**src/rtl/chan_pkg.sv**
```systemverilog
// Shared channelizer definitions: size/nfft widths, reconfiguration FSM
// state codes and the FFT-size to log2 lookup used across the datapath.
package chan_pkg;

   localparam int FFT_MIN        = 8;
   localparam int FFT_MAX        = 2048;
   localparam int FFT_SIZE_WIDTH = 12;
   localparam int NFFT_WIDTH     = 5;

   localparam logic [2:0] S_RUN    = 3'd0;
   localparam logic [2:0] S_DRAIN  = 3'd1;
   localparam logic [2:0] S_RESET  = 3'd2;
   localparam logic [2:0] S_POST   = 3'd3;
   localparam logic [2:0] S_CONFIG = 3'd4;

   typedef struct packed {
      logic                  valid;
      logic [NFFT_WIDTH-1:0] nfft;
   } size_dec_t;

   // Only exact powers of two inside the supported range decode as valid.
   function automatic size_dec_t size_to_nfft(input logic [FFT_SIZE_WIDTH-1:0] size);
      size_dec_t r;
      r.valid = 1'b1;
      r.nfft  = 5'd0;
      if ((size < FFT_SIZE_WIDTH'(FFT_MIN)) || (size > FFT_SIZE_WIDTH'(FFT_MAX))) begin
         r.valid = 1'b0;
      end else begin
         case (size)
            12'd8:    r.nfft = 5'd3;
            12'd16:   r.nfft = 5'd4;
            12'd32:   r.nfft = 5'd5;
            12'd64:   r.nfft = 5'd6;
            12'd128:  r.nfft = 5'd7;
            12'd256:  r.nfft = 5'd8;
            12'd512:  r.nfft = 5'd9;
            12'd1024: r.nfft = 5'd10;
            12'd2048: r.nfft = 5'd11;
            default:  r.valid = 1'b0;
         endcase
      end
      return r;
   endfunction

endpackage

```
**src/rtl/chan_size_decode.sv**
```systemverilog
// Combinational FFT size decoder: validity flag and nfft = log2(size).
module chan_size_decode
   import chan_pkg::*;
(
   input  logic [FFT_SIZE_WIDTH-1:0] size,
   output logic                      valid,
   output logic [NFFT_WIDTH-1:0]     nfft
);

   size_dec_t dec_s;

   // Decode the requested size through the shared lookup.
   always_comb begin
      dec_s = size_to_nfft(size);
      valid = dec_s.valid;
      nfft  = dec_s.nfft;
   end

endmodule

```
**src/rtl/chan_reconfig_ctrl.sv**
```systemverilog
// Run-time FFT-size reconfiguration sequencer: drain to a frame boundary,
// hold the datapath in reset, reissue the xfft config word, reopen input.
module chan_reconfig_ctrl
   import chan_pkg::*;
#(
   parameter int DEFAULT_FFT_SIZE  = 128,
   parameter int RESET_CYCLES      = 8,
   parameter int POST_RESET_CYCLES = 2,
   parameter int DRAIN_TIMEOUT     = 4096
) (
   input  logic                      clk,
   input  logic                      sync_reset,
   input  logic                      cfg_valid,
   input  logic [FFT_SIZE_WIDTH-1:0] cfg_fft_size,
   output logic                      cfg_busy,
   output logic                      cfg_error,
   output logic                      drain_timeout,
   output logic [FFT_SIZE_WIDTH-1:0] fft_size,
   input  logic                      in_tvalid,
   output logic                      in_tready,
   input  logic                      dp_tready,
   output logic                      dp_tvalid,
   input  logic                      out_tvalid,
   input  logic                      out_tready,
   input  logic                      out_tlast,
   output logic                      pipe_reset,
   output logic                      fft_aresetn,
   output logic                      fft_config_tvalid,
   output logic [15:0]               fft_config_tdata,
   input  logic                      fft_config_tready
);

   localparam int DRAIN_W = $clog2(DRAIN_TIMEOUT + 1);
   localparam int SEQ_W   = $clog2(RESET_CYCLES + POST_RESET_CYCLES + 1);
   localparam int CNT_W   = (DRAIN_W > SEQ_W) ? DRAIN_W : SEQ_W;

   localparam logic [CNT_W-1:0] DRAIN_LAST = CNT_W'(DRAIN_TIMEOUT - 1);
   localparam logic [CNT_W-1:0] RESET_LAST = CNT_W'(RESET_CYCLES - 1);
   localparam logic [CNT_W-1:0] POST_LAST  =
      CNT_W'((POST_RESET_CYCLES > 0) ? (POST_RESET_CYCLES - 1) : 0);

   localparam logic [FFT_SIZE_WIDTH-1:0] DEFAULT_SIZE = FFT_SIZE_WIDTH'(DEFAULT_FFT_SIZE);
   localparam logic [NFFT_WIDTH-1:0]     DEFAULT_NFFT = NFFT_WIDTH'($clog2(DEFAULT_FFT_SIZE));

   logic [2:0]                state_q, state_d;
   logic [CNT_W-1:0]          cnt_q, cnt_d;
   logic [FFT_SIZE_WIDTH-1:0] fft_size_q, fft_size_d;
   logic [NFFT_WIDTH-1:0]     nfft_q, nfft_d;
   logic [FFT_SIZE_WIDTH-1:0] pend_size_q, pend_size_d;
   logic [NFFT_WIDTH-1:0]     pend_nfft_q, pend_nfft_d;
   logic                      pipe_reset_q, pipe_reset_d;
   logic                      fft_aresetn_q, fft_aresetn_d;
   logic                      cfg_tvalid_q, cfg_tvalid_d;
   logic                      cfg_busy_q, cfg_busy_d;
   logic                      cfg_error_q, cfg_error_d;
   logic                      drain_to_q, drain_to_d;
   logic                      gate_open_q, gate_open_d;

   logic                      req_valid_s;
   logic [NFFT_WIDTH-1:0]     req_nfft_s;
   logic                      frame_end_s;

   chan_size_decode u_req_decode (
      .size  (cfg_fft_size),
      .valid (req_valid_s),
      .nfft  (req_nfft_s)
   );

   assign frame_end_s = out_tvalid & out_tready & out_tlast;

   // Next-state logic for the reconfiguration sequence.
   always_comb begin
      state_d       = state_q;
      cnt_d         = cnt_q;
      fft_size_d    = fft_size_q;
      nfft_d        = nfft_q;
      pend_size_d   = pend_size_q;
      pend_nfft_d   = pend_nfft_q;
      pipe_reset_d  = pipe_reset_q;
      fft_aresetn_d = fft_aresetn_q;
      cfg_tvalid_d  = cfg_tvalid_q;
      cfg_busy_d    = cfg_busy_q;
      cfg_error_d   = 1'b0;
      drain_to_d    = drain_to_q;
      gate_open_d   = gate_open_q;

      if (cfg_valid && cfg_busy_q) begin
         cfg_error_d = 1'b1;
      end else begin
         cfg_error_d = 1'b0;
      end

      case (state_q)
         S_RUN: begin
            if (cfg_valid && !req_valid_s) begin
               cfg_error_d = 1'b1;
            end else if (cfg_valid && (cfg_fft_size != fft_size_q)) begin
               pend_size_d = cfg_fft_size;
               pend_nfft_d = req_nfft_s;
               drain_to_d  = 1'b0;
               cfg_busy_d  = 1'b1;
               gate_open_d = 1'b0;
               cnt_d       = '0;
               state_d     = S_DRAIN;
            end else begin
               state_d = S_RUN;
            end
         end
         S_DRAIN: begin
            // A frame boundary on the same cycle as the timeout counts as a clean drain.
            if (frame_end_s || (cnt_q == DRAIN_LAST)) begin
               drain_to_d    = ~frame_end_s;
               pipe_reset_d  = 1'b1;
               fft_aresetn_d = 1'b0;
               cnt_d         = '0;
               state_d       = S_RESET;
            end else begin
               cnt_d = cnt_q + CNT_W'(1);
            end
         end
         S_RESET: begin
            if (cnt_q == '0) begin
               fft_size_d = pend_size_q;
               nfft_d     = pend_nfft_q;
            end else begin
               fft_size_d = fft_size_q;
            end
            if (cnt_q == RESET_LAST) begin
               pipe_reset_d  = 1'b0;
               fft_aresetn_d = 1'b1;
               cnt_d         = '0;
               if (POST_RESET_CYCLES == 0) begin
                  cfg_tvalid_d = 1'b1;
                  state_d      = S_CONFIG;
               end else begin
                  state_d = S_POST;
               end
            end else begin
               cnt_d = cnt_q + CNT_W'(1);
            end
         end
         S_POST: begin
            if (cnt_q == POST_LAST) begin
               cfg_tvalid_d = 1'b1;
               cnt_d        = '0;
               state_d      = S_CONFIG;
            end else begin
               cnt_d = cnt_q + CNT_W'(1);
            end
         end
         S_CONFIG: begin
            if (fft_config_tready) begin
               cfg_tvalid_d = 1'b0;
               gate_open_d  = 1'b1;
               cfg_busy_d   = 1'b0;
               state_d      = S_RUN;
            end else begin
               cfg_tvalid_d = 1'b1;
            end
         end
         default: begin
            pipe_reset_d  = 1'b1;
            fft_aresetn_d = 1'b0;
            cfg_tvalid_d  = 1'b0;
            cfg_busy_d    = 1'b1;
            gate_open_d   = 1'b0;
            cnt_d         = '0;
            state_d       = S_RESET;
         end
      endcase
   end

   // State and output registers.
   always_ff @(posedge clk or posedge sync_reset) begin
      if (sync_reset) begin
         state_q       <= S_RESET;
         cnt_q         <= '0;
         fft_size_q    <= DEFAULT_SIZE;
         nfft_q        <= DEFAULT_NFFT;
         pend_size_q   <= DEFAULT_SIZE;
         pend_nfft_q   <= DEFAULT_NFFT;
         pipe_reset_q  <= 1'b1;
         fft_aresetn_q <= 1'b0;
         cfg_tvalid_q  <= 1'b0;
         cfg_busy_q    <= 1'b1;
         cfg_error_q   <= 1'b0;
         drain_to_q    <= 1'b0;
         gate_open_q   <= 1'b0;
      end else begin
         state_q       <= state_d;
         cnt_q         <= cnt_d;
         fft_size_q    <= fft_size_d;
         nfft_q        <= nfft_d;
         pend_size_q   <= pend_size_d;
         pend_nfft_q   <= pend_nfft_d;
         pipe_reset_q  <= pipe_reset_d;
         fft_aresetn_q <= fft_aresetn_d;
         cfg_tvalid_q  <= cfg_tvalid_d;
         cfg_busy_q    <= cfg_busy_d;
         cfg_error_q   <= cfg_error_d;
         drain_to_q    <= drain_to_d;
         gate_open_q   <= gate_open_d;
      end
   end

   assign cfg_busy          = cfg_busy_q;
   assign cfg_error         = cfg_error_q;
   assign drain_timeout     = drain_to_q;
   assign fft_size          = fft_size_q;
   assign pipe_reset        = pipe_reset_q;
   assign fft_aresetn       = fft_aresetn_q;
   assign fft_config_tvalid = cfg_tvalid_q;
   assign fft_config_tdata  = {11'd0, nfft_q};
   assign in_tready         = dp_tready & gate_open_q;
   assign dp_tvalid         = in_tvalid & gate_open_q;

endmodule

```
**config.mk**
```make
export PLATFORM = sky130hd
export DESIGN_NAME = chan_reconfig_ctrl
export DESIGN_NICKNAME = d
export VERILOG_FILES = /design/src/rtl/chan_pkg.sv /design/src/rtl/chan_size_decode.sv /design/src/rtl/chan_reconfig_ctrl.sv
export SDC_FILE = /design/constraint.sdc
export NUM_CORES = 1
export LEC_CHECK = 0
export CAP_MARGIN = 20
export CORE_MARGIN = 2
export CORE_UTILIZATION = 35
export CTS_BUF_LIST = sky130_fd_sc_hd__clkbuf_8
export CTS_CLUSTER_SIZE = 28
export DETAILED_ROUTE_END_ITERATION = 10
export GPL_TIMING_DRIVEN = 0
export PLACE_DENSITY = 0.65
export SETUP_SLACK_MARGIN = 0.1
export SLEW_MARGIN = 20
export SYNTH_ARGS = -nofsm -noshare
export SYNTH_HDL_FRONTEND = slang
export SYNTH_HIERARCHICAL = 1
export SYNTH_SLANG_ARGS = --single-unit
```
**constraint.sdc**
```tcl
create_clock -name clk -period 2.6 [get_ports clk]
set_input_delay 0.39 -clock clk [delete_from_list [all_inputs] [get_ports clk]]
set_output_delay 0.39 -clock clk [all_outputs]
set_load 0.02 [all_outputs]
```
==> impl_metrics.toml, run 1 <==
[global_route]
grt_use_met1 = 0.1893
grt-busiest-layer = "met2"
grt.overflow.total = 0
grt_pass1_vias = 2340
grt_max_degree = 58
grt_first_pass_wirelength_mm = 11.35
antenna_found_initial = 0
grt_use_total = 0.1435
use_met2 = 0.2245
gr-usage-met3 = 0.03969

[clock_tree]
cts_tree = "yes"
clock-sinks = 57
path_clk_slew_ns = 0.07
clk_latency_ns = 0.33
cts_made_buffers = 9
clk_path_buf_depth = 2
ctsRootBufferMaster = "clkbuf_8"
cts_hold_buf = 0
cts.htree.levels = 3

[pwr]
p_per_area_nw_per_um2 = 769.8
p_leak_nw = 1.865
vdd_drop_max_mv = 0.3373
power.total_mw = 3.215

[floorplan]
chipHeight_um = 99.98
core_area_um2 = 9109
num_rows = 35
start_util = 0.3540
dieArea_um2 = 9996
io_pins = 57
die_w_um = 99.98

[timing]
tightestPinTransition_ns = 0.7284
min_period_over_period = 0.9224
slew-limit-headroom = 0.5099
finClkSkew_ns = 0.01386
fmax_mhz = 417.0
period_minus_slack_ns = 2.398
setup_violations = 0
hold_viol = 0
maxSlewViolCount = 0
rsz0062_at_grt = "no"

[routing]
drc = 0
wl_mm = 7.056
drtAntennaViolNets = 0
drt-initial-drc-count = 68
dr_total_vias = 2433
wire_per_inst_um = 14.37
drtPass1Iterations = 5
via_per_inst = 4.955

[status]
status = "finished, final reports clean"

[final_layout]
finalNonFillerCells = 491
regArea_um2 = 1440
final_cell_mix = "dfrtp_1, clkdlybuf4s50_1, buf_4, inv_1, o21ai_0"
final_common_cell = "dfrtp_1"
num_antenna_cells = 0
drive_above_1_share = 0.2816
fillers = 864
synthToLayoutAreaGrowth_pct = 29.53
multi_input_area_um2 = 1582
num-nets-final = 399

[synth]
yosysUniqueCellTypes = 55
synth_async_sr_flop_share = 1.000
yosys_warnings = 6
synth_seq_area_share = 0.4466
synth_edf_count = 0
synth.largest_area_cell = "dfrtp_1"
synth.ff_latch_count = 57
synth_area_leaders = "dfrtp_1, dfstp_2, mux2_2, xnor2_1, mux2_4"
synth_ff_type = "dfrtp_1"
syn-instance-count = 297
netlist_area_um2 = 3224
syn_avg_cell_area_um2 = 10.86
yosysTopAreaCellShare = 0.3570

[place]
gp_congestion = 0.8515
port_buffers = 45
placed_cells = 463
hpwlAfterDp_mm = 4.839

[setup_path]
slowest_stage = "or3_1"
slowest_delay_ns = 0.36
cp-end-kind = "flop"
cp.arrival_ns = 2.61
required_ns = 2.82
cpMostUsedCell = "nor4_4"
path_buf_inv = 3
crit_fanout = 5
path_class = "input pin to flop"
crit_family = "simple AND/OR/NAND/NOR gates"
path_cells = "dlygate4sd2_1, nor4_4, nand2_1, or3_1, nand3b_1, o311ai_4, nor4_4, buf_4, buf_6, mux2_2"
startpoint_type = "input pin"

[job]
cap_violations = 0

[min_path]
hp-class = "input pin to flop"
[sequential cells by signal, indices dropped and copies added (netlist names), 3 cells and up]
signal	flops
nfft_q	5
fft_size	12
cnt_q	13
pend_nfft_q	5
state_q	3
pend_size_q	12
[metrics by stage]
step,hold WS (ns),cell area [um2],setup TNS (ns),setup WS [ns],utilization
after CTS,0.4938,4163,0,0.1014,0.4570
final,0.4525,4177,0,0.2018,0.4585
after detailed placement,0.4784,3854,-23.15,-0.8674,0.4231
after global routing,0.4401,4177,0,0.08057,0.4585
after floorplan,0.4602,3262,0,0.1114,-
after global placement,0.4691,3851,-33.71,-0.8544,0.4228
[path summary, 6_finish.rpt]
path                            startpoint              to  slack, ns  depth (start not counted)
max reg2reg                     state_q[1]     fft_size[2]       0.34                          7
min                        cfg_fft_size[6]  pend_size_q[6]       0.45                          2
max in group asynchronous       sync_reset     fft_size[0]       1.60                          2
min in group asynchronous       sync_reset        cnt_q[4]       0.54                          2
max                        cfg_fft_size[1]  pend_size_q[9]       0.20                         10
min reg2reg                      nfft_q[3]       nfft_q[3]       0.49                          1
[Yosys cell counts (8+ instances only)]
| cell | number |
|---|---|
| buf_2 | 9 |
| buf_4 | 13 |
| dfrtp_1 | 46 |
| dfstp_2 | 11 |
| inv_1 | 22 |
| mux2_1 | 10 |
| mux2_2 | 16 |
| mux2_4 | 8 |
| nand2_1 | 8 |
| nor2_1 | 18 |
| o21ai_0 | 22 |
| o22ai_1 | 10 |
| xnor2_1 | 18 |
[per-layer routing]
layer / part of all wire / vias to the layer above
met1: 0.48 / 1163
met4: 0.018 / 0
met3: 0.047 / 10
met5: 0 / -
li1: - / 1200
met2: 0.46 / 60
[cell families (layout without fill, tap and decap cells)]
kind of cell | after synthesis | count (layout) | synth area share
other | 2 | 12 | 0.002329
muxes | 35 | 35 | 0.1312
AOI/OAI and AO/OA | 56 | 56 | 0.1215
buffers and inverters | 47 | 120 | 0.07838
and+or+nand+nor | 77 | 77 | 0.1541
adders and majority gates | 3 | 3 | 0.01164
xor gates and xnor gates | 20 | 20 | 0.05433
DFF | 57 | 57 | 0.4466
[timing repair]
item / 4_1_cts / 5_1_grt
pin swaps: 3 / 3
gates resized for setup: 20 / 7
buffers inserted: 10 / 1
cloned: 1 / 0
setup endpoints to repair: 33 / 19
[power by group]
| group | total [mW] | internal (mW) | switching, mW | leakage (nW) |
|---|---|---|---|---|
| combinational | 1.17 | 0.480 | 0.686 | 1.00 |
| clock | 0.923 | 0.583 | 0.340 | 0.122 |
| sequential | 1.13 | 1.03 | 0.0985 | 0.740 |
| total | 3.22 | 2.09 | 1.12 | 1.86 |
[area by class of cell]
type                    instances  area share
clock buffers                  11     0.03625
plain buffers                  25     0.04224
multi-input cells             203      0.3787
clock inverters                 5     0.01738
inverters                      22     0.02037
well taps                     111     0.03325
flip-flops and latches         57      0.3448
repair buffers                 57      0.1270
Power figures use the tool's default switching activity.
==> inputs of run 2 (changes only) <==
--- a/config.mk
+++ b/config.mk
@@ -17,5 +17,4 @@
 export SLEW_MARGIN = 20
 export SYNTH_ARGS = -nofsm -noshare
 export SYNTH_HDL_FRONTEND = slang
-export SYNTH_HIERARCHICAL = 1
 export SYNTH_SLANG_ARGS = --single-unit
==> impl_metrics.toml, run 2 <==
[routing]
dr_total_vias = 2415
wl_met3_um = 219
drtPass1Iterations = 4
drtAntennaViolNets = 0
route.met2.wl_mm = 3.505
drt-initial-drc-count = 63
wl_mm = 6.867
via_per_inst = 5.194
drc = 0
wl_met1_mm = 3.042
maxUsedRoutingLayer = "met4"
wire_per_inst_um = 14.77

[timing]
worst_slack_ns = 0.2004
slew-limit-headroom = 0.5394
fmax_mhz = 416.7
finClkSkew_ns = 0.008475
setup_violations = 0
min_period_over_period = 0.9229
tightestPinTransition_ns = 0.6909
period_minus_slack_ns = 2.400
maxSlewViolCount = 0
rsz0062_at_grt = "yes"
holdWs_ns = 0.3442
hold_viol = 0

[floorplan]
num_rows = 34
start_util = 0.3584
die_w_um = 98.27
core_area_um2 = 8678
io_pins = 57
dieArea_um2 = 9657
chipHeight_um = 98.27

[setup_path]
crit_path_start = "cfg_fft_size[1]"
cp.arrival_ns = 2.59
r2r_start = "cnt_q[5]"
cp-end-kind = "flop"
slowest_stage = "or3_4"
slowest_delay_ns = 0.44
required_ns = 2.79
path_cells = "clkdlybuf4s50_1, or3_4, or3_1, clkbuf_2, a211o_1, buf_6, a311o_1"
crit_fanout = 10
path_class = "input pin to flop"
startpoint_type = "input pin"
reg2regPathDepth = 6

[synth]
synthMuxAreaShare = 0.1074
synth_area_leaders = "dfrtp_1, dfstp_2, mux2_2, xnor2_1, mux2_1"
synth.ff_latch_count = 55
netlist_area_um2 = 3110
synth_fa_ha_area_frac = 0.01207
syn_avg_cell_area_um2 = 10.47
synth_xor_area_frac = 0.05068
synth_edf_count = 0
synth_compound_area_frac = 0.1167
synth_async_sr_flop_share = 1.000
synth_top_family_by_area = "simple AND/OR/NAND/NOR gates"
yosysTopAreaCellShare = 0.3540
yosysMostFrequentCell = "dfrtp_1"
yosysUniqueCellTypes = 57
synth_seq_area_share = 0.4469
syn-instance-count = 297
synth_ff_type = "dfrtp_1"
yosys_warnings = 0
yosys.area_share.simple = 0.1975
synthTopCellsByCount = "dfrtp_1, mux2_2, xnor2_1"
synth.largest_area_cell = "dfrtp_1"

[clock_tree]
cts_made_buffers = 5
path_clk_slew_ns = 0.11
clk_path_buf_depth = 2
clk_latency_ns = 0.31
cts_tree = "yes"
cts.htree.levels = 2
ctsRootBufferMaster = "clkbuf_8"
clock-sinks = 55

[pwr]
swShare = 0.3755
clkPwrFrac = 0.209
vdd_drop_max_mv = 0.3414
p_per_area_nw_per_um2 = 733.8
p_leak_nw = 1.676
power_frac_seq = 0.384
power_frac_comb = 0.407
internal_power_mw = 1.763
switching_power_mw = 1.060

[final_layout]
num_antenna_cells = 0
regMostFlops = "cnt_q"
num-nets-final = 380
multi_input_area_um2 = 1593
final_common_cell = "dfrtp_1"
drive_above_1_share = 0.2073
synthToLayoutAreaGrowth_pct = 23.69
fillers = 872
largest_register_ffs = 13
final_cell_mix = "dfrtp_1, clkdlybuf4s50_1, buf_4, mux2_2, xnor2_1"
regArea_um2 = 1390

[global_route]
antenna_found_initial = 0
grt_first_pass_wirelength_mm = 11.50
grt_pass1_vias = 2414
grt.overflow.total = 0
grt_max_degree = 56
grt_use_total = 0.1435

[place]
pre_cts_ws_ns = -0.5933
port_buffers = 37
hpwlAfterDp_mm = 4.995
gp_congestion = 0.8522

[min_path]
hp-class = "input pin to flop"
hp-start = "cfg_fft_size[11]"
hold_depth = 2

[job]
cap_violations = 0

[status]
status = "finished, final reports clean"
[run 2: changes by cell type after synthesis, moves of 8 or more]
cell,change
clkbuf_1,+12
inv_1,-14
mux2_4,-8
o21ai_0,-21
nor3_1,+8
[run 2: stage by stage]
step	area [um2]	instances	TNS (ns)	power [mW]	utilization
3_5_place_dp	3660	453	-15.75	2.208	0.4217
2_1_floorplan	3152	308	0	1.843	-
3_3_place_gp	3657	453	-22.12	2.189	0.4214
6_report	3847	465	0	2.823	0.4433
5_1_grt	3847	465	0	3.006	0.4433
4_1_cts	3829	465	0	2.844	0.4412
[run 2: timing repair]
item	CTS	global route
resized for setup	7	5
endpoints found under the setup margin	44	16
gates cloned	0	0
buffers inserted	4	0
hold buffers	0	0
endpoints found under the hold margin	0	0
pin swaps	4	2
[run 2: power groups by stage]
stage | sequential, mW | combinational, mW | clock (mW)
floorplan | 1.15 | 0.694 | 0
global placement | 1.10 | 1.09 | 0
detailed placement | 1.10 | 1.11 | 0
CTS | 1.08 | 1.15 | 0.609
global route | 1.10 | 1.26 | 0.641
finish | 1.08 | 1.15 | 0.591
[run 2: logic make-up (layout without fill, tap and decap cells)]
| family | after synthesis | after routing |
|---|---|---|
| buffers and inverters | 38 | 87 |
| DFF | 55 | 55 |
| adders and majority gates | 3 | 3 |
| AOI/OAI and AO/OA | 46 | 46 |
| xor gates and xnor gates | 18 | 18 |
| muxes | 30 | 30 |
| and+or+nand+nor | 106 | 106 |
| other | 1 | 12 |
[run 2: final timing paths]
kind                                    to  slack (ns)
hold reg to reg                 pipe_reset        0.47
min in group asynchronous   pend_size_q[2]        0.54
hold / removal             pend_size_q[11]        0.34
max in group asynchronous         cnt_q[3]        1.60
setup / recovery                 cnt_q[12]        0.20
setup reg to reg                 nfft_q[3]        0.30
[run 2: critical path, delay by kind of cell]
family	cells	cell delay, ns
compound gates	2	0.64
simple gates	2	0.81
buf+inv	3	0.74
[run 2: layer usage]
layer  GRT usage  up-vias
li1            -     1172
met1      0.1803     1181
met2      0.2582       50
met3     0.02291       12
met4     0.03583        0
met5           0        -
[run 2: final cells by class]
class / instances / share of cell area
clock inverters: 3 / 0.01236
flip-flops and latches: 55 / 0.3613
multi-input cells: 215 / 0.4140
well taps: 108 / 0.03512
repair buffers: 41 / 0.1034
clock buffers: 5 / 0.01789
inverters: 8 / 0.008455
plain buffers: 30 / 0.04748
==> inputs of run 3 (changes only) <==
--- a/config.mk
+++ b/config.mk
@@ -6,7 +6,6 @@
 export NUM_CORES = 1
 export LEC_CHECK = 0
 export CAP_MARGIN = 20
-export CORE_MARGIN = 2
 export CORE_UTILIZATION = 35
 export CTS_BUF_LIST = sky130_fd_sc_hd__clkbuf_8
 export CTS_CLUSTER_SIZE = 28
==> constraint.sdc (replaced) <==
create_clock -name clk -period 2.6 [get_ports clk]
set_input_delay 0.39 -clock clk [delete_from_list [all_inputs] [get_ports clk]]
set_output_delay 0.39 -clock clk [all_outputs]
set_load 0.01 [all_outputs]
==> impl_metrics.toml, run 3 (synthesis gave the netlist of run 2 again) <==
[global_route]
grt_first_pass_wirelength_mm = 11.65
grt.overflow.total = 0
antenna_found_initial = 0
grt_use_total = 0.1631
grt_pass1_vias = 2464
grt_max_degree = 56

[clock_tree]
cts_made_buffers = 5
cts.htree.levels = 2
clk_latency_ns = 0.32
cts_hold_buf = 0
ctsRootBufferMaster = "clkbuf_8"
path_clk_slew_ns = 0.11
cts_tree = "yes"
clk_path_buf_depth = 2
clock-sinks = 55

[floorplan]
dieArea_um2 = 9268
num_rows = 34
die_w_um = 96.27
io_pins = 57
chipHeight_um = 96.27
core_area_um2 = 8678
start_util = 0.3584

[routing]
wire_per_inst_um = 14.70
via_per_inst = 5.203
drtPass1Iterations = 4
wl_mm = 6.822
drtAntennaViolNets = 0
drc = 0
drt-initial-drc-count = 139
dr_total_vias = 2414

[pwr]
p_leak_nw = 1.658
p_per_area_nw_per_um2 = 706.3
vdd_drop_max_mv = 0.3081

[setup_path]
cp-end-kind = "flop"
cp.arrival_ns = 2.66
startpoint_type = "input pin"
crit_fanout = 5
path_class = "input pin to flop"
required_ns = 2.80

[final_layout]
num_antenna_cells = 0
largest_register_ffs = 13
postLayoutCellArea_um2 = 3814
fillers = 873
final_util = 0.4394
regArea_um2 = 1390
finalNonFillerCells = 464
drive_above_1_share = 0.1966
regMostFlops = "cnt_q"
final_common_cell = "dfrtp_1"
num-nets-final = 379
final_cell_mix = "dfrtp_1, clkdlybuf4s50_1, buf_4, mux2_2, xnor2_1"
multi_input_area_um2 = 1583
synthToLayoutAreaGrowth_pct = 22.61

[timing]
hold_viol = 0
period_minus_slack_ns = 2.457
rsz0062_at_grt = "yes"
maxSlewViolCount = 0
setup_violations = 0
fmax_mhz = 407.0
worst_slack_ns = 0.1432
slew-limit-headroom = 0.5455
finClkSkew_ns = 0.008661
min_period_over_period = 0.9449
tightestPinTransition_ns = 0.6817
holdWs_ns = 0.3313

[place]
placed_cells = 453
pre_cts_ws_ns = -0.6027
gp_congestion = 0.8025
port_buffers = 37
hpwlAfterDp_mm = 4.874
placed_area_um2 = 3660

[job]
cap_violations = 0

[status]
status = "finished, final reports clean"

[min_path]
hp-class = "input pin to flop"
-- run 3: cell count changes in the layout (fill, tap and decap cells not counted), moves of 2 or more --
| cell | change |
|---|---|
| buf_2 | -2 |
| clkbuf_4 | +2 |
| nor4_1 | +2 |
| nor4_2 | -2 |
-- run 3: worst paths after layout --
| check | endpoint | cells after the start | from | slack (ns) |
|---|---|---|---|---|
| max in group asynchronous | fft_size[5] | 2 | sync_reset | 1.61 |
| max | cnt_q[6] | 7 | cfg_fft_size[1] | 0.14 |
| min | pend_size_q[11] | 2 | cfg_fft_size[11] | 0.33 |
| max reg2reg | nfft_q[3] | 5 | cnt_q[8] | 0.26 |
| min in group asynchronous | pend_nfft_q[3] | 2 | sync_reset | 0.54 |
| min reg2reg | pipe_reset | 2 | pipe_reset | 0.47 |
-- run 3: what timing repair did --
| item | CTS | global route |
|---|---|---|
| pin swaps | 3 | 1 |
| endpoints found under the hold margin | 0 | 0 |
| buffers inserted | 3 | 0 |
| setup endpoints to repair | 44 | 12 |
| resized for setup | 8 | 5 |
-- run 3: critical path, stage by stage --
cell	delay, ns
clkdlybuf4s50_1	0.44
or3_4	0.44
or3_1	0.38
clkbuf_2	0.17
a211o_1	0.34
buf_4	0.16
a311o_1	0.35
-- run 3: stage by stage --
step / power, mW / setup TNS (ns)
finish: 2.693 / 0
global route: 2.876 / 0
CTS: 2.708 / 0
detailed placement: 2.150 / -16.15
global placement: 2.130 / -21.74
floorplan: 1.787 / 0
-- run 3: cell type report --
class / count / area share
multi-input combinational: 215 / 0.4150
sequential: 55 / 0.3645
timing repair buffer: 40 / 0.1024
buffer: 30 / 0.04921
tap: 108 / 0.03543
clock buffer: 5 / 0.01804
inverter: 8 / 0.008530
clock inverter: 3 / 0.006890
-- run 3: metal layers --
layer	vias to the layer above	routed length [um]	track usage	part of all wire
li1	1180	-	-	-
met1	1163	3057	0.1976	0.45
met2	57	3391	0.2920	0.50
met3	14	235	0.02923	0.034
met4	0	138	0.04975	0.020
met5	-	0	0	0
-- run 3: power breakdown --
group          internal (mW)  total (mW)  switching (mW)  leakage, nW
Combinational          0.484        1.10           0.616        0.904
Clock                  0.199       0.507           0.308       0.0491
Sequential             0.991        1.09          0.0956        0.705
